## src/rtl/sap_pkg.sv

```systemverilog
// Shared constants for the SAP-1 microsequencer: opcodes, control-word bit
// positions and T-state encodings.
package sap_pkg;

    localparam int CTRL_W = 12;

    localparam logic [3:0] OP_LDA = 4'h0;
    localparam logic [3:0] OP_ADD = 4'h1;
    localparam logic [3:0] OP_SUB = 4'h2;
    localparam logic [3:0] OP_NOP = 4'h3;
    localparam logic [3:0] OP_HLT = 4'hF;

    localparam int CW_HLT       = 11;
    localparam int CW_PC_INC    = 10;
    localparam int CW_PC_EN     = 9;
    localparam int CW_MAR_LOAD  = 8;
    localparam int CW_MEM_EN    = 7;
    localparam int CW_IR_LOAD   = 6;
    localparam int CW_IR_EN     = 5;
    localparam int CW_A_LOAD    = 4;
    localparam int CW_A_EN      = 3;
    localparam int CW_B_LOAD    = 2;
    localparam int CW_ADDER_SUB = 1;
    localparam int CW_ADDER_EN  = 0;

    typedef enum logic [2:0] {
        T0     = 3'd0,
        T1     = 3'd1,
        T2     = 3'd2,
        T3     = 3'd3,
        T4     = 3'd4,
        T_HALT = 3'd7
    } t_state_e;

    function automatic logic [CTRL_W-1:0] cw_bit(input int idx);
        return CTRL_W'(1) << idx;
    endfunction

    // Bits that change register contents; these are suppressed on held cycles
    // so a step that is displayed for several clocks loads only once.
    localparam logic [CTRL_W-1:0] CW_LOAD_MASK =
        (CTRL_W'(1) << CW_PC_INC) | (CTRL_W'(1) << CW_MAR_LOAD) |
        (CTRL_W'(1) << CW_IR_LOAD) | (CTRL_W'(1) << CW_A_LOAD) |
        (CTRL_W'(1) << CW_B_LOAD);

endpackage

```

## src/rtl/sap_decode_rom.sv

```systemverilog
// Combinational micro-op ROM: (T-state, opcode) -> control word plus
// sequencing hints (instruction done, enter HALT, illegal condition seen).
module sap_decode_rom
    import sap_pkg::*;
(
    input  t_state_e          t_state,
    input  logic [3:0]        opcode,
    output logic [CTRL_W-1:0] ctrl,
    output logic              done,
    output logic              to_halt,
    output logic              illegal_hit
);

    always_comb begin
        ctrl        = '0;
        done        = 1'b0;
        to_halt     = 1'b0;
        illegal_hit = 1'b0;
        case (t_state)
            T0: ctrl = cw_bit(CW_PC_EN) | cw_bit(CW_MAR_LOAD);
            T1: ctrl = cw_bit(CW_MEM_EN) | cw_bit(CW_IR_LOAD) | cw_bit(CW_PC_INC);
            T2: begin
                case (opcode)
                    OP_LDA, OP_ADD, OP_SUB:
                        ctrl = cw_bit(CW_IR_EN) | cw_bit(CW_MAR_LOAD);
                    OP_NOP: done = 1'b1;
                    OP_HLT: begin
                        ctrl    = cw_bit(CW_HLT);
                        to_halt = 1'b1;
                    end
                    default: begin
                        done        = 1'b1;
                        illegal_hit = 1'b1;
                    end
                endcase
            end
            T3: begin
                case (opcode)
                    OP_LDA: begin
                        ctrl = cw_bit(CW_MEM_EN) | cw_bit(CW_A_LOAD);
                        done = 1'b1;
                    end
                    OP_ADD, OP_SUB:
                        ctrl = cw_bit(CW_MEM_EN) | cw_bit(CW_B_LOAD);
                    // IR is stable in practice; an unexpected change just ends the instruction.
                    default: done = 1'b1;
                endcase
            end
            T4: begin
                done = 1'b1;
                case (opcode)
                    OP_ADD: ctrl = cw_bit(CW_ADDER_EN) | cw_bit(CW_A_LOAD);
                    OP_SUB: ctrl = cw_bit(CW_ADDER_EN) | cw_bit(CW_ADDER_SUB) |
                                   cw_bit(CW_A_LOAD);
                    default: ctrl = '0;
                endcase
            end
            T_HALT: ctrl = cw_bit(CW_HLT);
            default: illegal_hit = 1'b1;
        endcase
    end

endmodule

```

## src/rtl/sap_microsequencer.sv

```systemverilog
// SAP-1 T-state sequencer: state register, step gating, sticky halt/illegal
// flags and retired counter. Optional single-step build: SAP_SINGLE_STEP_EN.
module sap_microsequencer
    import sap_pkg::*;
#(
    parameter int OPC_W = 4,
    parameter int CW_W  = 12,
    parameter int RET_W = 8
) (
    input  logic             clk,
    input  logic             rst,
    input  logic [OPC_W-1:0] opcode,
`ifdef SAP_SINGLE_STEP_EN
    input  logic             step_mode,
    input  logic             step,
`endif
    output logic [CW_W-1:0]  ctrl_out,
    output logic [2:0]       t_state,
    output logic             halted,
    output logic             illegal,
    output logic [RET_W-1:0] retired
);

    t_state_e          state;
    t_state_e          next_state;
    logic [CTRL_W-1:0] rom_ctrl;
    logic [CTRL_W-1:0] gated_ctrl;
    logic              rom_done;
    logic              rom_to_halt;
    logic              rom_illegal;
    logic              advance;

    sap_decode_rom u_decode (
        .t_state     (state),
        .opcode      (opcode[3:0]),
        .ctrl        (rom_ctrl),
        .done        (rom_done),
        .to_halt     (rom_to_halt),
        .illegal_hit (rom_illegal)
    );

`ifdef SAP_SINGLE_STEP_EN
    assign advance = !step_mode || step;
`else
    assign advance = 1'b1;
`endif

    always_comb begin
        next_state = T0;
        if (rom_to_halt)
            next_state = T_HALT;
        else if (rom_done)
            next_state = T0;
        else begin
            case (state)
                T0:      next_state = T1;
                T1:      next_state = T2;
                T2:      next_state = T3;
                T3:      next_state = T4;
                T_HALT:  next_state = T_HALT;
                default: next_state = T0;
            endcase
        end
    end

    always_comb begin
        gated_ctrl = advance ? rom_ctrl : (rom_ctrl & ~CW_LOAD_MASK);
        ctrl_out   = rst ? '0 : CW_W'(gated_ctrl);
    end

    always_ff @(posedge clk) begin
        if (rst) begin
            state   <= T0;
            illegal <= 1'b0;
            retired <= '0;
        end else if (advance) begin
            state <= next_state;
            if (rom_illegal)
                illegal <= 1'b1;
            if (rom_done)
                retired <= retired + RET_W'(1);
        end
    end

    assign t_state = state;
    assign halted  = (state == T_HALT);

endmodule

```

## config.mk

```make
export PLATFORM = sky130hd
export DESIGN_NAME = sap_microsequencer
export DESIGN_NICKNAME = d
export VERILOG_FILES = /design/src/rtl/sap_pkg.sv /design/src/rtl/sap_decode_rom.sv /design/src/rtl/sap_microsequencer.sv
export SDC_FILE = /design/constraint.sdc
export NUM_CORES = 1
export LEC_CHECK = 0
export ABC_AREA = 1
export ABC_CLOCK_PERIOD_IN_PS = 4100
export CELL_PAD_IN_SITES_DETAIL_PLACEMENT = 0
export CELL_PAD_IN_SITES_GLOBAL_PLACEMENT = 1
export CORE_UTILIZATION = 30
export CTS_CLUSTER_SIZE = 28
export DETAILED_ROUTE_END_ITERATION = 6
export GPL_TIMING_DRIVEN = 1
export PLACE_DENSITY = 0.84
export REMOVE_ABC_BUFFERS = 1
export SKIP_CTS_REPAIR_TIMING = 1
export SLEW_MARGIN = 30
export SYNTH_ARGS = -nofsm -noshare
export SYNTH_HDL_FRONTEND = slang
export SYNTH_HIERARCHICAL = 1
export SYNTH_SLANG_ARGS = --single-unit
```

## constraint.sdc

```tcl
create_clock -name clk -period 4.1 [get_ports clk]
set_input_delay 0.41 -clock clk [delete_from_list [all_inputs] [get_ports clk]]
set_output_delay 0.41 -clock clk [all_outputs]
set_load 0.005 [all_outputs]
```

# Yosys cells after proc, flatten, opt, wreduce, memory -nomap -nowiden
# Index checks and enable logic that the tools add are counted.
[classes]
reduce_logical = 7
shift = 0
div_mod_pow = 0
n_mul = 0
muxes = 15
bitwise_logic = 0
addsub = 1
magnitude_cmp = 0
n_eq_ne = 9
[ops]
columns = ["operator", "n"]
rows = [
  ["$pmux W12 S6", 1],
  ["$pmux W12 S2", 1],
  ["$pmux W8 S2", 1],
  ["$pmux W3 S5", 1],
  ["$mux W12", 1],
  ["$pmux W5 S2", 1],
  ["$reduce_or A5 Y1", 2],
  ["$add A8 B1 Y8 const B", 1],
  ["$eq A4 B2 Y1 const B", 2],
  ["$eq A3 B2 Y1 const B", 2],
  ["$eq A3 B3 Y1 const B", 2],
  ["$mux W3", 2],
  ["$mux W1", 5],
  ["$eq A4 B1 Y1 const B", 1],
  ["$eq A4 B4 Y1 const B", 1],
  ["$logic_not A4 Y1", 1],
  ["$reduce_or A4 Y1", 1],
  ["$eq A3 B1 Y1 const B", 1],
  ["$logic_not A3 Y1", 1],
  ["$pmux W1 S3", 1],
  ["$reduce_or A3 Y1", 1],
  ["$pmux W1 S2", 1],
  ["$reduce_or A2 Y1", 1],
]
[word_totals]
inputBits = 6
n_memories = 0
latchBits = 0
out_inout_bits = 25
mem_bits_rw = 0
rom_bits = 0
regBits = 12

# Logic depth before layout (Yosys ltp)
# Gate-level depths: netlist (run 1).
[logic_depth]
depth_word = 6
ltp_mapped = 10

# By module
# Netlist (run 1), hierarchy kept.
[modules_own_cells]
columns = ["module", "area_each_um2", "cells_each", "seq_area_each_um2", "n_inst"]
rows = [
  ["sap_microsequencer", 614.3, 97, 240.2, 1],
  ["sap_decode_rom", 219.0, 43, 0.0, 1],
]

# Least setup slack after synthesis (run 1)
# Ideal clock, no wire load.
[synth_timing]
path_type = "register to register"
startpoint = "reg state[1], in the netlist t_state[1]"
endpoint = "reg retired[5]"
path_stages_with_launch = 10
arrival_ps = 1309
slack_ps = 2676
setup_time_ps = 115
cell_sequence = "dfxtp_1 -> nand2_2 -> nor2_2 -> nand2_1 -> nand3_1 -> inv_2 -> nor2_4 -> nand3_1 -> nand2_1 -> nor2_1"
[synth_between]
elab_chain_cells = 2
[synth_lines]
columns = ["item", "line", "rtl"]
rows = [
  ["from (decl)", "sap_microsequencer.sv:24", "t_state_e state;"],
  ["from (signal assigned)", "sap_microsequencer.sv:77", "state <= next_state;"],
  ["$eq A3 B3 Y1 or $eq A3 B2 Y1 (tied branches)", "sap_decode_rom.sv:19", "case (t_state)"],
  ["$pmux W1 S3 *", "sap_decode_rom.sv:19", ""],
  ["net rom_done", "sap_microsequencer.sv:28", "logic rom_done;"],
  ["to (signal assigned)", "sap_microsequencer.sv:81", "retired <= retired + RET_W'(1);"],
  ["to (decl)", "sap_microsequencer.sv:21", "output logic [RET_W-1:0] retired"],
]
# The timed path passes the listed nets; every way through them passes the cells marked *.
# A chain may end at the register's enable or synchronous reset.

# Final worst setup path (run 1)
[layout_timing]
startpoint = "in opcode[3]"
endpoint = "out ctrl_out[2]"
[layout_between]
elab_chain_cells = 5
[layout_lines]
columns = ["item", "line", "rtl"]
rows = [
  ["from (decl)", "sap_microsequencer.sv:12", "input logic [OPC_W-1:0] opcode,"],
  ["$eq A4 B1 Y1 or $eq A4 B2 Y1 (tied branches)", "sap_decode_rom.sv:38", "case (opcode)"],
  ["$reduce_or A2 Y1", "sap_decode_rom.sv:38", ""],
  ["$pmux W8 S2 *", "sap_decode_rom.sv:38", ""],
  ["$pmux W12 S6 *", "sap_decode_rom.sv:19", ""],
  ["net gated_ctrl[2]", "sap_microsequencer.sv:27", "logic [CTRL_W-1:0] gated_ctrl;"],
  ["$mux W12 *", "sap_microsequencer.sv:68", "ctrl_out = rst ? '0 : CW_W'(gated_ctrl);"],
  ["to (decl)", "sap_microsequencer.sv:17", "output logic [CW_W-1:0] ctrl_out,"],
]
# Marked as above.

==> results of run 1 <==
## state kept, by name (all words and copies together), names as in the netlist
signal / cells
illegal: 1
retired: 8
t_state: 3
## area by class of cell
class / count / share of cell area [%]
clock buffers: 3 / 1.948
inverters: 29 / 9.416
multi-input cells: 95 / 39.50
flip-flops and latches: 12 / 20.78
well taps: 30 / 3.247
repair buffers: 29 / 25.11
## power breakdown
| group | internal [mW] | switching, mW | total, mW |
|---|---|---|---|
| sequential | 0.137 | 0.0343 | 0.171 |
| combinational | 0.111 | 0.108 | 0.219 |
| clock | 0.0339 | 0.0346 | 0.0685 |
## worst reg2reg max path, delay by kind of cell, from the launching register on
kind	cells	cell delay, ns
and+or+nand+nor	8	0.92
DFF	1	0.52
buffers and inverters	1	0.12
## final timing paths
kind	start	endpoint	slack (ns)	cells past startpoint
setup / recovery	opcode[3]	ctrl_out[2]	1.71	7
hold / removal	illegal$_SDFFE_PP0P_	illegal$_SDFFE_PP0P_	0.49	2
setup reg to reg	t_state[1]$_SDFF_PP0_	retired[5]$_SDFFE_PP0P_	2.43	9
hold reg to reg	illegal$_SDFFE_PP0P_	illegal$_SDFFE_PP0P_	0.49	2
## synthesized netlist by cell type (2+ instances only)
| master | count |
|---|---|
| nor2_1 | 29 |
| inv_1 | 27 |
| nand2_1 | 23 |
| dfxtp_1 | 12 |
| a21oi_1 | 10 |
| nand3_1 | 10 |
| buf_4 | 3 |
| nor2_2 | 3 |
| nor3_1 | 3 |
| inv_2 | 2 |
| nand2_2 | 2 |
| nand3_2 | 2 |
| nand3b_1 | 2 |
| nor2_4 | 2 |
| o21ai_0 | 2 |
| o21ai_1 | 2 |
| o22ai_1 | 2 |
## per-layer routing
layer,vias to the layer above,track usage (%)
met4,0,2.564
met3,0,3.611
met1,365,17.27
met2,13,21.29
li1,484,-
met5,-,0
## kinds of logic (layout without fill, tap and decap cells)
kind of cell	count (synthesis)	count (layout)	synth area share (%)
simple gates	76	76	41.89
buf+inv	33	61	16.37
compound gates	17	17	10.96
flops	12	12	28.83
fa+ha+maj	1	1	1.501
other cells	1	1	0.4500
## metrics by stage
stage	cells	util, %	total power [mW]	worst slack, ns
final	198	45.43	0.4590	1.713
after global routing	198	45.43	0.5077	1.577
after CTS	198	45.43	0.4672	1.702
after detailed placement	195	44.54	0.3965	1.707
after global placement	195	44.54	0.3947	1.716
after floorplan	136	-	0.2949	2.676
==> impl_metrics.ini, run 1 <==
[status]
status = finished, final reports clean

[detailed_routing]
vias = 862
ant_nets = 0
wl_met1_um = 898
top_layer = met3
avgRoutedWirePerCell_um = 8.843
routed_wirelength_mm = 1.751
dr.pass1.iters = 4
initialDrtViolationCount = 10
route.met3.wl_um = 49
vias_per_cell = 4.354
met2_length_um = 803
drc_errors = 0

[placed_design]
placed_cell_area_um2 = 1134
place_hpwl_mm = 1.397
numPortBuffers = 29
place_congestion = 0.7643

[floorplan]
rows = 18
die_w_um = 54.71
start_util_pct = 32.74
dieArea_um2 = 2993
fp.coreArea_um2 = 2545
ioPinCount = 31
fp.dieH_um = 54.71

[logic_synthesis]
ys_ff_latch = 12
yosys_warnings = 6
synthTopCellsByArea = dfxtp_1, nor2_1, inv_1
synth_edf_count = 0
ys.flop_type = dfxtp_1
synthesis.area_um2 = 833.3
syn_inst = 140
postSynthAreaPerCell_um2 = 5.952
yosysTopAreaCell = dfxtp_1
ys_types = 21
seq_area_frac_synth_pct = 28.83
yosys.area.top_type_share_pct = 28.83
async_flop_share_pct = 0

[run]
drv_cap = 0

[sta]
finalHoldViolCount = 0
rsz0062_at_grt = no
slew_headroom_pct = 58.79
setup_viol = 0
drv_slew = 0
fin_hold_ws_ns = 0.4870
clock_skew_ns = 0.0009272
post-route-period-util_pct = 58.22
tightest_slew_ns = 0.6161
fin_tns_setup_ns = 0
max_clock_freq_mhz = 418.9
period_needed_ns = 2.387

[finish]
layout_common_cells = nor2_1, clkdlybuf4s50_1, inv_1
multi_input_area_um2 = 456.7
final_nets = 177
final_area_um2 = 1156
layout-drive-gt1-share_pct = 8.929
seq_area_um2 = 240.2
syn2layout_area_growth_pct = 38.74
n_antenna_cell = 0
n_fill_cell = 280

[worst_setup_path]
crit_chain = clkdlybuf4s50_1 -> nor2_4 -> nand3_2 -> nor3_1 -> inv_1 -> nor2_1 -> clkdlybuf4s50_1
worstPathArrival_ns = 1.98
crit_buf_inv = 3
start_kind = input port
crit_path_top_delay_cell = clkdlybuf4s50_1
endpoint_kind = output port
critical_path.top_delay_family = buffers and inverters
path_max_fanout = 5
cpMostUsedCell = clkdlybuf4s50_1
slowest_delay_ns = 0.52
worstPathRequired_ns = 3.69
path_class = input port to output port

[global_route]
grt_pass1_vias = 679
antenna_found_initial = 0
grt_max_degree = 20
grt_pass1_wl_mm = 2.911
grt_overflow_total = 0
grt_usage_pct = 13.16

[pwr]
powerDensity_nw_per_um2 = 397.0
vdd_drop_max_mv = 0.1993
leakage_nw = 0.5019

[worst_hold_path]
hold_path_class = register to register

[clock_network]
htreeDepth = 1
cts_tree = done
insertion_delay_ns = 0.26
clockBufferDepth = 2
cts.sinks = 12
numCtsBuffers = 3
cts_root_buf = clkbuf_4
clk_pin_slew_worst_paths_ns = 0.07
Note: power is estimated with default switching activity, not from simulation.
==> run 2, diff against run 1 <==
--- a/config.mk
+++ b/config.mk
@@ -6,14 +6,14 @@
 export NUM_CORES = 1
 export LEC_CHECK = 0
 export ABC_AREA = 1
-export ABC_CLOCK_PERIOD_IN_PS = 4100
+export ABC_CLOCK_PERIOD_IN_PS = 2000
 export CELL_PAD_IN_SITES_DETAIL_PLACEMENT = 0
 export CELL_PAD_IN_SITES_GLOBAL_PLACEMENT = 1
-export CORE_UTILIZATION = 30
+export CORE_UTILIZATION = 25
 export CTS_CLUSTER_SIZE = 28
 export DETAILED_ROUTE_END_ITERATION = 6
 export GPL_TIMING_DRIVEN = 1
-export PLACE_DENSITY = 0.84
+export PLACE_DENSITY = 0.75
 export REMOVE_ABC_BUFFERS = 1
 export SKIP_CTS_REPAIR_TIMING = 1
 export SLEW_MARGIN = 30
==> constraint.sdc (replaced) <==
create_clock -name clk -period 2 [get_ports clk]
set_input_delay 0.2 -clock clk [delete_from_list [all_inputs] [get_ports clk]]
set_output_delay 0.2 -clock clk [all_outputs]
set_load 0.005 [all_outputs]
==> run 2 against run 1 <==
  * Global-route usage decreased by 2.2 points
  * Final area increased by 7.3%
  * Clock power increased to 2.8 times the previous value
  * Sequential share of layout area decreased by 0.70 points
  * Register-to-register slack got worse by 1.9 ns
  * Highest routed layer is now met4
  * Worst hold slack got worse by 0.026 ns
  * Critical path type unchanged
  * Largest power group unchanged
  * Via count increased by 5.2%
  * Sequential cell count unchanged
  * Cell count increased by 8.6%
==> impl_metrics.ini, run 2 (same netlist as run 1, synthesis figures left out) <==
[worst_setup_path]
path_class = input port to output port
endpoint_kind = output port
crit_chain = clkdlybuf4s50_1 -> nor2_4 -> nand2_2 -> o22ai_1 -> inv_1 -> nor2_1 -> clkdlybuf4s50_1
slowest_delay_ns = 0.51
crit_path_top_delay_cell = clkdlybuf4s50_1
start_kind = input port
cpMostUsedCell = clkdlybuf4s50_1
r2r_cells = 10
worstPathArrival_ns = 1.74
path_max_fanout = 5
worstPathRequired_ns = 1.80

[finish]
final_common_cell = nor2_1
layout-drive-gt1-share_pct = 15.20
largest_reg_flops = 8
post-route-util_pct = 39.96
n_fill_cell = 362
largest-register = retired
n_antenna_cell = 0
layout_common_cells = nor2_1, inv_1, clkdlybuf4s50_1
final_nets = 179
syn2layout_area_growth_pct = 48.80
fin_cells = 215

[sta]
clock_skew_ns = 0.009118
post-route-period-util_pct = 97.01
setup_viol = 0
max_clock_freq_mhz = 515.4
period_needed_ns = 1.940
drv_slew = 0
rsz0062_at_grt = yes
finalHoldViolCount = 0

[detailed_routing]
drc_errors = 0
dr.pass1.iters = 4
vias = 907
initialDrtViolationCount = 16
avgRoutedWirePerCell_um = 9.223
vias_per_cell = 4.219
ant_nets = 0
routed_wirelength_mm = 1.983

[floorplan]
fp.dieH_um = 59.74
ioPinCount = 31
die_w_um = 59.74
dieArea_um2 = 3568
rows = 20
fp.coreArea_um2 = 3103
start_util_pct = 26.85

[clock_network]
clockBufferDepth = 2
htreeDepth = 1
cts_tree = done
cts.sinks = 12
cts_root_buf = clkbuf_4
insertion_delay_ns = 0.27
numCtsBuffers = 3
clk_pin_slew_worst_paths_ns = 0.07

[global_route]
grt_pass1_vias = 681
grt_max_degree = 14
grt_usage_pct = 10.93
antenna_found_initial = 0
grt_overflow_total = 0
grt_pass1_wl_mm = 2.994

[status]
status = finished, final reports clean

[pwr]
powerDensity_nw_per_um2 = 838.5
p_total_mw = 1.040
leakage_nw = 0.5601
vdd_drop_max_mv = 0.2011

[placed_design]
place_congestion = 0.7937
place_hpwl_mm = 1.530
placedCellCount = 211
numPortBuffers = 29

[worst_hold_path]
hold_depth = 5
hold_path_class = input port to register

[run]
drv_cap = 0
## run 2: path summary, 6_finish.rpt
kind | startpoint | to | slack [ns]
worst max-delay path | opcode[3] | ctrl_out[8] | 0.06
worst min-delay path | opcode[2] | illegal$_SDFFE_PP0P_ | 0.46
worst max register to register | t_state[2]$_SDFF_PP0_ | retired[5]$_SDFFE_PP0P_ | 0.51
worst min register to register | illegal$_SDFFE_PP0P_ | illegal$_SDFFE_PP0P_ | 0.50
## run 2: per-stage QoR
step	instance area (um^2)	hold WS, ns	TNS, ns	setup slack [ns]
after floorplan	805.8	0.2691	0	0.5758
after global placement	1166	0.4810	0	0.04296
after detailed placement	1166	0.4851	0	0.01503
after CTS	1202	0.5051	-0.07817	-0.06599
after global routing	1240	0.5227	-0.1574	-0.06874
final	1240	0.4610	0	0.05986
## run 2: area by class of cell
| class | count | area [um^2] | share of cell area (%) |
|---|---|---|---|
| clock buffer | 4 | 36.28 | 2.926 |
| inverter | 29 | 108.9 | 8.779 |
| multi-input combinational | 95 | 478.0 | 38.55 |
| sequential | 12 | 249.0 | 20.08 |
| tap | 44 | 55.05 | 4.440 |
| timing repair buffer | 31 | 312.8 | 25.23 |
## run 2: worst max-delay path, delay by kind of cell
family / cells / cell delay (ns)
AOI/OAI and AO/OA: 1 / 0.14
buffers and inverters: 3 / 1.02
and+or+nand+nor: 3 / 0.38
## run 2: metal layers
| layer | vias up | part of all wire [%] | global-route usage, % |
|---|---|---|---|
| met5 | - | 0 | 0 |
| met4 | 0 | 1.2 | 4.983 |
| met3 | 2 | 3.8 | 1.515 |
| met2 | 20 | 48 | 16.67 |
| met1 | 391 | 47 | 15.17 |
| li1 | 494 | - | - |
## run 2: power breakdown
part	internal (mW)	total [mW]	switching [mW]
logic	0.245	0.484	0.239
registers	0.292	0.365	0.0734
clock network	0.110	0.190	0.0795
total	0.648	1.04	0.392
==> run 3, diff against run 2 <==
--- a/config.mk
+++ b/config.mk
@@ -8,12 +8,12 @@
 export ABC_AREA = 1
 export ABC_CLOCK_PERIOD_IN_PS = 2000
 export CELL_PAD_IN_SITES_DETAIL_PLACEMENT = 0
-export CELL_PAD_IN_SITES_GLOBAL_PLACEMENT = 1
-export CORE_UTILIZATION = 25
+export CELL_PAD_IN_SITES_GLOBAL_PLACEMENT = 2
+export CORE_UTILIZATION = 19
 export CTS_CLUSTER_SIZE = 28
 export DETAILED_ROUTE_END_ITERATION = 6
 export GPL_TIMING_DRIVEN = 1
-export PLACE_DENSITY = 0.75
+export PLACE_DENSITY = 0.76
 export REMOVE_ABC_BUFFERS = 1
 export SKIP_CTS_REPAIR_TIMING = 1
 export SLEW_MARGIN = 30
==> run 3 against run 2 <==
  * Maximum frequency is 2.0% higher
  * Cell count is 2.8% higher
  * Sequential power is 5% lower
  * Worst hold slack better by 0.019 ns
  * Routed wire length is 2.1% higher
  * Clock power is 13% higher
  * Critical path depth is 1 higher
  * Setup slack better by 0.038 ns
  * Die area is 30% higher
  * Count of clock-buffer cells in the layout is 1 lower
  * Utilization is 9.3 points lower
  * Total power is 1.6% higher
==> impl_metrics.ini, run 3 (same netlist as run 1, synthesis figures left out) <==
[status]
status = finished, final reports clean

[global_route]
grt_usage_pct = 9.034
antenna_found_initial = 0
grt_overflow_total = 0
grt_pass1_wl_mm = 3.201
grt_max_degree = 14
grt_pass1_vias = 758

[sta]
setup_viol = 0
finalHoldViolCount = 0
final.setup.worst_slack_ns = 0.09807
clock_skew_ns = 0.002562
post-route-period-util_pct = 95.10
rsz0062_at_grt = no
max_clock_freq_mhz = 525.8
fin_tns_setup_ns = 0
fin_hold_ws_ns = 0.4804
period_needed_ns = 1.902
drv_slew = 0

[finish]
layout-drive-gt1-share_pct = 15.20
final_nets = 180
fin_cells = 221
final_common_cell = nor2_1
largest-register = retired
n_antenna_cell = 0
largest_reg_flops = 8
layout_common_cells = nor2_1, inv_1, clkdlybuf4s50_1
syn2layout_area_growth_pct = 51.50
n_fill_cell = 476

[run]
drv_cap = 0

[detailed_routing]
routed_wirelength_mm = 2.025
ant_nets = 0
vias_per_cell = 4.054
drc_errors = 0
vias = 896
initialDrtViolationCount = 18
avgRoutedWirePerCell_um = 9.163
dr.pass1.iters = 5

[worst_setup_path]
r2r_slack_ns = 0.46
crit_buf_inv = 4
endpoint_kind = output port
worstPathArrival_ns = 1.70
start_kind = input port
slowest_delay_ns = 0.51
crit_chain = clkdlybuf4s50_1 -> inv_1 -> nand2_1 -> nand3_4 -> nor2_1 -> inv_1 -> nor2_1 -> clkdlybuf4s50_1
critical_path.top_delay_family = buffers and inverters
path_max_fanout = 4
crit_path_top_delay_cell = clkdlybuf4s50_1
path_class = input port to output port
worstPathRequired_ns = 1.80

[pwr]
power_frac_clock_pct = 20.3
intPower_uw = 664.7
pwr-share-comb_pct = 47.0
powerDensity_nw_per_um2 = 836.7
seq_power_share_pct = 32.7
leakage_nw = 0.6030
netSwitchingPower_uw = 391.6
swShare_pct = 37.07
vdd_drop_max_mv = 0.1800
p_total_mw = 1.056

[clock_network]
cts.sinks = 12
cts_tree = done
clockBufferDepth = 2
cts_root_buf = clkbuf_8
htreeDepth = 1
insertion_delay_ns = 0.24
numCtsBuffers = 3
clk_pin_slew_worst_paths_ns = 0.05

[floorplan]
ioPinCount = 31
dieArea_um2 = 4655
die_w_um = 68.23
fp.dieH_um = 68.23
start_util_pct = 20.25
fp.coreArea_um2 = 4115
rows = 23

[worst_hold_path]
hold_path_class = input port to register

[placed_design]
placedCellCount = 218
dpl_worst_slack_ns = 0.01856
place_hpwl_mm = 1.609
place_congestion = 0.7516
numPortBuffers = 29
## run 3: cell types whose count changed in the layout (fill, tap and decap cells not counted), moves of 2 or more
cell             change
dlymetal6s2s_1       +2
dfxtp_2              +2
clkdlybuf4s50_1      -2
dfxtp_4              -2
clkbuf_8             +2
clkbuf_4             -3
## run 3: through the flow
step | instance area (um^2) | utilization (%)
final | 1262 | 30.68
after global routing | 1262 | 30.68
after CTS | 1222 | 29.71
after detailed placement | 1181 | 28.70
after global placement | 1181 | 28.70
after floorplan | 805.8 | -
## run 3: path summary, 6_finish.rpt
path                         startpoint                       to  depth (start not counted)
setup reg to reg  t_state[0]$_SDFF_PP0_  retired[5]$_SDFFE_PP0P_                          9
hold / removal                opcode[3]     illegal$_SDFFE_PP0P_                          5
setup / recovery              opcode[0]              ctrl_out[0]                          8
hold reg to reg    illegal$_SDFFE_PP0P_     illegal$_SDFFE_PP0P_                          2
## run 3: cell type report
cell class	instances	area, um^2	share of cell area [%]
inverter	29	108.9	8.622
sequential	12	244.0	19.33
clock buffer	3	41.29	3.271
timing repair buffer	32	325.3	25.77
tap	50	62.56	4.955
multi-input combinational	95	480.5	38.06
## run 3: power groups by stage
stage	Clock [mW]	Combinational [mW]	Sequential, mW
final	0.215	0.496	0.346
after global routing	0.236	0.568	0.356
after CTS	0.225	0.491	0.343
after detailed placement	0	0.490	0.347
after global placement	0	0.490	0.347
after floorplan	0	0.257	0.348
## run 3: layer usage
metal | share of wire (%) | GRT usage (%) | vias up | wire length (um)
met2 | 47 | 15.07 | 13 | 947
met3 | 2.5 | 1.500 | 2 | 51
met4 | 0.74 | 4.167 | 0 | 15
met5 | 0 | 0 | - | 0
li1 | - | - | 492 | -
met1 | 50 | 11.20 | 389 | 1011
## run 3: worst min-delay path, stage by stage
cell and delay (ns):
dlymetal6s2s_1 0.15, nor2_4 0.07, o21ai_1 0.14, nor2_1 0.05, nor2_1 0.07
